==> src/rtl/shift_align_seq.sv <==
`timescale 1ns/1ps
`default_nettype none
// ============================================================================
// Module      : shift_align_seq
// Description : Sequential mantissa-alignment shifter using one shared 2:1 mux
//               row stepped through shifts of 8, 4, 2, 1. Optional sticky
//               output enabled by the SHIFT_STICKY_EN macro.
// Revision    : 1.0 - initial release
// ============================================================================
module shift_align_seq #(
    parameter int WIDTH = 16,
    parameter int AMT_W = 4
) (
    input  logic             clk,
    input  logic             rst,
    input  logic             start,
    input  logic             dir,
    input  logic [AMT_W-1:0] amt,
    input  logic [WIDTH-1:0] in_data,
    output logic             busy,
    output logic             done,
    output logic [WIDTH-1:0] out_data,
    output logic             sticky
);

    typedef enum logic [2:0] {
        ST_IDLE = 3'd0,
        ST_S8   = 3'd1,
        ST_S4   = 3'd2,
        ST_S2   = 3'd3,
        ST_S1   = 3'd4,
        ST_DONE = 3'd5
    } state_t;

    state_t             state_q, state_d;
    logic [WIDTH-1:0]   data_q;
    logic [AMT_W-1:0]   amt_q;
    logic               dir_q;
    logic [WIDTH-1:0]   out_q;

    logic [4:0]         w_step_k;
    logic               w_step_sel;
    logic [WIDTH-1:0]   w_shifted;
    logic [WIDTH-1:0]   w_mux;

    // Each shift state selects its step size and the matching amount bit.
    always_comb begin
        state_d    = state_q;
        w_step_k   = 5'd0;
        w_step_sel = 1'b0;
        case (state_q)
            ST_IDLE: if (start) state_d = ST_S8;
            ST_S8: begin
                state_d    = ST_S4;
                w_step_k   = 5'd8;
                w_step_sel = amt_q[3];
            end
            ST_S4: begin
                state_d    = ST_S2;
                w_step_k   = 5'd4;
                w_step_sel = amt_q[2];
            end
            ST_S2: begin
                state_d    = ST_S1;
                w_step_k   = 5'd2;
                w_step_sel = amt_q[1];
            end
            ST_S1: begin
                state_d    = ST_DONE;
                w_step_k   = 5'd1;
                w_step_sel = amt_q[0];
            end
            ST_DONE: state_d = ST_IDLE;
            default: state_d = ST_IDLE;
        endcase
    end

    assign w_shifted = dir_q ? (data_q << w_step_k) : (data_q >> w_step_k);
    assign w_mux     = w_step_sel ? w_shifted : data_q;

    always_ff @(posedge clk) begin
        if (rst) begin
            state_q <= ST_IDLE;
            data_q  <= '0;
            amt_q   <= '0;
            dir_q   <= 1'b0;
            out_q   <= '0;
        end else begin
            state_q <= state_d;
            case (state_q)
                ST_IDLE: begin
                    if (start) begin
                        data_q <= in_data;
                        amt_q  <= amt;
                        dir_q  <= dir;
                    end
                end
                ST_S8, ST_S4, ST_S2: data_q <= w_mux;
                ST_S1: begin
                    data_q <= w_mux;
                    out_q  <= w_mux;
                end
                default: ;
            endcase
        end
    end

    assign busy     = (state_q != ST_IDLE);
    assign done     = (state_q == ST_DONE);
    assign out_data = out_q;

`ifdef SHIFT_STICKY_EN
    logic             sticky_acc_q;
    logic             sticky_q;
    logic [WIDTH-1:0] w_lost_mask;
    logic             w_lost;

    // Bits falling off the LSB end only matter on right shifts that are taken.
    assign w_lost_mask = (WIDTH'(1) << w_step_k) - WIDTH'(1);
    assign w_lost      = w_step_sel & ~dir_q & (|(data_q & w_lost_mask));

    always_ff @(posedge clk) begin
        if (rst) begin
            sticky_acc_q <= 1'b0;
            sticky_q     <= 1'b0;
        end else begin
            if (state_q == ST_IDLE && start)
                sticky_acc_q <= 1'b0;
            else
                sticky_acc_q <= sticky_acc_q | w_lost;
            if (state_q == ST_S1)
                sticky_q <= sticky_acc_q | w_lost;
        end
    end

    assign sticky = sticky_q;
`else
    assign sticky = 1'b0;
`endif

endmodule
`default_nettype wire

==> config.mk <==
export PLATFORM = sky130hd
export DESIGN_NAME = shift_align_seq
export DESIGN_NICKNAME = d
export VERILOG_FILES = /design/src/rtl/shift_align_seq.sv
export SDC_FILE = /design/constraint.sdc
export NUM_CORES = 1
export LEC_CHECK = 0
export ABC_AREA = 1
export CAP_MARGIN = 20
export CORE_MARGIN = 4
export CORE_UTILIZATION = 40
export CTS_CLUSTER_DIAMETER = 40
export DETAILED_ROUTE_END_ITERATION = 16
export GPL_TIMING_DRIVEN = 0
export MAX_ROUTING_LAYER = met4
export PLACE_DENSITY_LB_ADDON = 0.15
export SLEW_MARGIN = 20
export SYNTH_ARGS = -nofsm -noshare
export SYNTH_HDL_FRONTEND = slang
export SYNTH_SLANG_ARGS = --single-unit
export TNS_END_PERCENT = 50
==> constraint.sdc <==
create_clock -name clk -period 1.9 [get_ports clk]
set_input_delay 0.285 -clock clk [delete_from_list [all_inputs] [get_ports clk]]
set_output_delay 0.285 -clock clk [all_outputs]
set_load 0.05 [all_outputs]
==> impl_metrics.toml, run 1 <==
[outcome]
outcome = "finished with violations"
violations = "negative setup slack"

[drt]
avgViaCountPerCell = 5.65
drtPass1Iterations = 6
post_drt_wl_per_cell_um = 18.9
wirelength_um = 13300
ant_nets = 0
drt_iter0_markers = 419
vias = 3979
drc_errors = 0

[synthesis]
synth.area.top_cells = "dfxtp_1 26%, nand2_1 20%, nand3_1 17%"
ys_types = 33
synth_cells = 529
synth.avg_cell_area_sq_um = 5.89
syn-num-nets = 553
seq_area_frac_synth = 0.257
yosys.area.top_type = "dfxtp_1"
synth_seq_cells = 40
syn-cell-area_sq_mm = 0.00312
synth_top_area_frac = 0.257
synth_warnings = 0

[floorplan]
coreArea_sq_mm = 0.00741
num_rows = 31
die-area_sq_mm = 0.00927
start_util = 0.421
pin_count = 43
die_y_um = 96.3
die_w_um = 96.3

[finish]
final_cells = 704
fin_nets = 628
fillers = 715
stdcell_area_sq_mm = 0.00457
final_common_cell = "nand2_1"
multi_input_area_sq_mm = 0.00232
regArea_sq_um = 812
drive_above_1_share = 0.271
area_delta_synth_final_pct = 46.7
diodes = 0
layout_common_cells = "132 x nand2_1, 82 x nand3_1, 40 x inv_1"

[critical_path]
rr_startpoint = "state_q[0]$_SDFFE_PP0P_"
r2r_cells = 13
r2r_setup_slack_ns = -0.10
crit_required_ns = 2.08
critical_path_arrival_ns = 2.18
endpoint_kind = "register"
worstPathMaxFanout = 6
timing.rr.end = "data_q[13]$_SDFFE_PP0P_"
worstSetupPathType = "register to register"
start_kind = "register"

[placement]
gp_congestion = 1.01
dp.cells = 668
post-dp-hpwl_um = 9600
port_buffers = 40
postPlaceCellArea_sq_mm = 0.00364
preCtsSetupSlack_ns = -0.420

[flow_run]
drv_cap = 0

[clock_network]
cts_buffer_depth = 2
clockRootBuffer = "clkbuf_8"
cts_tree = "yes"
numCtsBuffers = 5
clkLatencyLatePin_ns = 0.31
cts.sinks = 40
path_clk_slew_ns = 0.10
htreeDepth = 2

[sta]
whs_ns = 0.382
rsz0062_at_grt = "true"
slew_violations = 0
tightest_slew_ns = 0.584
fmax_mhz = 499
fin_worst_skew_ns = 0.00911
hold_violations = 0
worst_slack_ns = -0.104
finalCritPeriodShare = 1.05
final.min_clock_period_ns = 2.00
final-setup-viol-count = 21
slew_headroom = 0.610

[hold_path]
holdCritStartpoint = "rst"
whs_endpoint = "data_q[3]$_SDFFE_PP0P_"
hp-class = "input pin to register"
whs_path_depth = 2

[pwr]
p_leak_nw = 2.06
total_power_mw = 3.80
p_per_area_mw_per_mm2 = 833
irDropWorstVdd_mv = 0.407

[global_routing]
antenna_found_initial = 0
grt_util_all_layers = 0.292
grt_first_pass_wirelength_um = 19600
grt_max_degree = 15
grt-ovfl-total = 0
grt_pass1_vias = 3686
[cells in the mapped netlist (all sizes together)]
| cell type | n |
|---|---|
| nand4 | 3 |
| nand2 | 169 |
| buf | 22 |
| o211ai | 17 |
| and2 | 3 |
| nor2 | 49 |
| dfxtp | 40 |
| o21ai | 16 |
| a31oi | 3 |
| nor3 | 2 |
| clkbuf | 9 |
| inv | 49 |
| a22oi | 1 |
| a21boi | 6 |
| conb | 1 |
| nand3 | 105 |
| a211oi | 1 |
| a21oi | 28 |
| o22ai | 2 |
| or2 | 3 |
[worst max-delay path, cell delays in order (launching register included)]
cell,delay [ns]
dfxtp_4,0.38
buf_4,0.14
buf_4,0.15
nand2_8,0.11
o22ai_2,0.08
nor2_4,0.19
buf_8,0.17
buf_12,0.13
clkbuf_4,0.18
nand2_1,0.07
nand2_2,0.09
nand2_1,0.06
nand2_1,0.06
a21oi_1,0.05
[report_power, final]
| group | switching, mW | internal (mW) |
|---|---|---|
| Sequential | 0.173 | 0.940 |
| Combinational | 1.18 | 0.752 |
| Clock | 0.360 | 0.396 |
| Total | 1.72 | 2.09 |
[stage by stage]
step | utilization | setup TNS [ns]
floorplan | - | 0
global placement | 0.492 | -9.56
detailed placement | 0.492 | -8.69
CTS | 0.535 | -0.0740
global route | 0.617 | -3.61
finish | 0.617 | -0.964
[flip-flops by register name, indices dropped and copies added, names as in the netlist]
name and flops:
amt_q 4, data_q 16, dir_q 1, out_data 16, state_q 3
[worst max-delay path by stage]
stage / cells past startpoint / slack (ns) / to / from
2_1_floorplan: 14 / 0.14 / data_q[14]$_SDFFE_PP0P_ / state_q[1]$_SDFFE_PP0P_
3_3_place_gp: 12 / -0.46 / out_data[15]$_SDFFE_PP0N_ / state_q[2]$_SDFFE_PP0P_
3_5_place_dp: 12 / -0.42 / out_data[15]$_SDFFE_PP0N_ / state_q[2]$_SDFFE_PP0P_
4_1_cts: 14 / -0.02 / data_q[14]$_SDFFE_PP0P_ / state_q[1]$_SDFFE_PP0P_
5_1_grt: 14 / -0.16 / data_q[14]$_SDFFE_PP0P_ / state_q[1]$_SDFFE_PP0P_
6_report: 13 / -0.10 / data_q[13]$_SDFFE_PP0P_ / state_q[0]$_SDFFE_PP0P_
[cells by family (layout without fill, tap and decap cells)]
| logic type | after synthesis | after routing | share of synthesized area |
|---|---|---|---|
| and+or+nand+nor | 334 | 334 | 0.475 |
| buffers and inverters | 80 | 156 | 0.120 |
| AOI/OAI and AO/OA | 74 | 74 | 0.146 |
| DFF | 40 | 40 | 0.257 |
| other | 1 | 1 | 0.00120 |
[layout make-up]
type,count,share of cell area
tap,99,0.0271
sequential,40,0.178
timing repair buffer,68,0.159
clock inverter,3,0.0101
buffer,31,0.0605
inverter,49,0.0433
clock buffer,5,0.0151
multi-input combinational,409,0.508
[per-layer routing]
metal,up-vias,routed length (um),GRT usage
met5,-,0,-
met4,0,539,0.134
met3,49,1080,0.0399
met2,207,6220,0.463
met1,1843,5430,0.366
li1,1880,-,-
[timing repair]
action                     4_1_cts  5_1_grt
hold buffers                     0        0
setup endpoints to repair       34       34
pin swaps                       10       28
resized for setup               50       90
setup buffers                    7       16
cloned                           0        5
No activity file was read; power rests on OpenSTA's default activity.
==> inputs of run 2 (changes only) <==
SKIP_CTS_REPAIR_TIMING = 1   (was unset)
SLEW_MARGIN = unset   (was 20)
==> run 2 against run 1 <==
  * The flow still finishes with violations (negative setup slack)
  * Worst hold slack lost 0.0047 ns
  * Flip-flop and latch count is the same
  * Total power shrank 1.4%
  * Combinational power shrank 2%
  * Fmax grew 1.4%
  * First-iteration DRC count grew 5.7%
  * Register-to-register slack gained 0.03 ns
  * Critical path depth is the same
  * Die area is the same
  * Clock skew grew 0.0037 ns
  * Final area shrank 3.2%
  * Clock-buffer cell count is the same
  * Critical path type unchanged
==> impl_metrics.toml, run 2 (same netlist as run 1, synthesis figures left out) <==
[placement]
port_buffers = 40
dp.cells = 668
post-dp-hpwl_um = 9600
gp_congestion = 1.01

[drt]
avgViaCountPerCell = 5.56
drtPass1Iterations = 5
vias = 3910
post_drt_wl_per_cell_um = 18.5
drt_iter0_markers = 443
wirelength_um = 13000
ant_nets = 0
drc_errors = 0

[floorplan]
die_w_um = 96.3
die_y_um = 96.3
start_util = 0.421
die-area_sq_mm = 0.00927
pin_count = 43
num_rows = 31
coreArea_sq_mm = 0.00741

[sta]
hold_violations = 0
finalCritPeriodShare = 1.04
fmax_mhz = 506
fin_worst_skew_ns = 0.0128
rsz0062_at_grt = "true"
final-setup-viol-count = 12
fin_tns_setup_ns = -0.364
slew_violations = 0
worst_slack_ns = -0.0755
tightest_slew_ns = 0.577
slew_headroom = 0.615
final.min_clock_period_ns = 1.98

[critical_path]
crit_start = "state_q[1]$_SDFFE_PP0P_"
endpoint_kind = "register"
slowest_delay_ns = 0.42
path_cells = "inv_4, nor2_4, buf_8, nand2_8, o22ai_4, nor2_4, buf_8, buf_4, nand2_1, a21boi_1, nand3_1, nand2_1, a21oi_2"
worst_path_max_delay_cell = "dfxtp_4"
crit_required_ns = 2.07
start_kind = "register"
worstSetupPathType = "register to register"
critical_path_arrival_ns = 2.15
worstPathMaxFanout = 7
rr_startpoint = "state_q[1]$_SDFFE_PP0P_"

[outcome]
violations = "negative setup slack"
outcome = "finished with violations"

[clock_network]
clkLatencyLatePin_ns = 0.31
clockRootBuffer = "clkbuf_8"
numCtsBuffers = 5
htreeDepth = 2
cts_buffer_depth = 2
cts.sinks = 40
cts_tree = "yes"
path_clk_slew_ns = 0.10

[flow_run]
drv_cap = 0

[pwr]
seq_power_share = 0.296
irDropWorstVdd_mv = 0.405
p_leak_nw = 2.04
p_per_area_mw_per_mm2 = 848
p_switching_mw = 1.69
p_sw_frac = 0.449
power_frac_comb = 0.503
p_clk_frac = 0.202
p_int_mw = 2.06

[finish]
multi_input_area_sq_mm = 0.00229
drive_above_1_share = 0.267
area_delta_synth_final_pct = 42.0
diodes = 0
final_cells = 703
regArea_sq_um = 812
final_common_cell = "nand2_1"
fin_nets = 627
layout_common_cells = "134 x nand2_1, 83 x nand3_1, 39 x inv_1"
fillers = 734

[global_routing]
grt_first_pass_wirelength_um = 19400
grt-ovfl-total = 0
grt_util_all_layers = 0.288
grt_max_degree = 15
grt_pass1_vias = 3595
antenna_found_initial = 0

[hold_path]
holdCritStartpoint = "rst"
hp-class = "input pin to register"
==> run 2: cell types whose count changed in the layout (fill, tap and decap cells not counted), sizes merged <==
cell,delta
clkbuf,-3
dlygate4sd2,-2
dlymetal6s2s,+2
buf,+2
==> run 2: final timing paths <==
check,endpoint,slack (ns),depth (start not counted)
min reg2reg,out_data[11]$_SDFFE_PP0N_,0.50,2
max reg2reg,data_q[11]$_SDFFE_PP0P_,-0.08,13
min,data_q[2]$_SDFFE_PP0P_,0.38,2
max,data_q[11]$_SDFFE_PP0P_,-0.08,13
==> run 2: cell type report <==
class                      instances  area share
buffer                            31      0.0600
clock buffer                       5      0.0156
clock inverter                     3      0.0105
inverter                          49      0.0458
multi-input combinational        409       0.518
sequential                        40       0.184
tap                               99      0.0280
timing repair buffer              67       0.138
==> run 2: worst max-delay path: cells and delay by family, from the launching register on <==
| family | cells | cell delay, ns |
|---|---|---|
| and+or+nand+nor | 6 | 0.55 |
| buffers and inverters | 4 | 0.47 |
| DFF | 1 | 0.42 |
| AOI/OAI and AO/OA | 3 | 0.40 |
==> run 2: stage by stage <==
step | cell area [sq um] | hold WS (ns) | power (mW) | setup WS [ns] | util
final | 4420 | 0.377 | 3.75 | -0.0755 | 0.597
after global routing | 4420 | 0.397 | 3.96 | -0.159 | 0.597
after global placement | 3640 | 0.445 | 2.60 | -0.464 | 0.492
after CTS | 3760 | 0.365 | 3.35 | -0.445 | 0.508
after floorplan | 3120 | 0.430 | 2.12 | 0.136 | -
after detailed placement | 3640 | 0.451 | 2.59 | -0.420 | 0.492
==> run 2: per-layer routing <==
metal / global-route usage / part of all wire
met1: 0.362 / 0.41
met4: 0.120 / 0.029
met2: 0.455 / 0.48
met3: 0.0493 / 0.074
met5: - / 0
==> run 2: power groups by stage <==
stage	Clock, mW	Sequential (mW)	Combinational, mW
floorplan	0	1.08	1.04
global placement	0	1.10	1.50
detailed placement	0	1.10	1.50
CTS	0.762	1.08	1.50
global route	0.805	1.12	2.03
finish	0.757	1.11	1.89
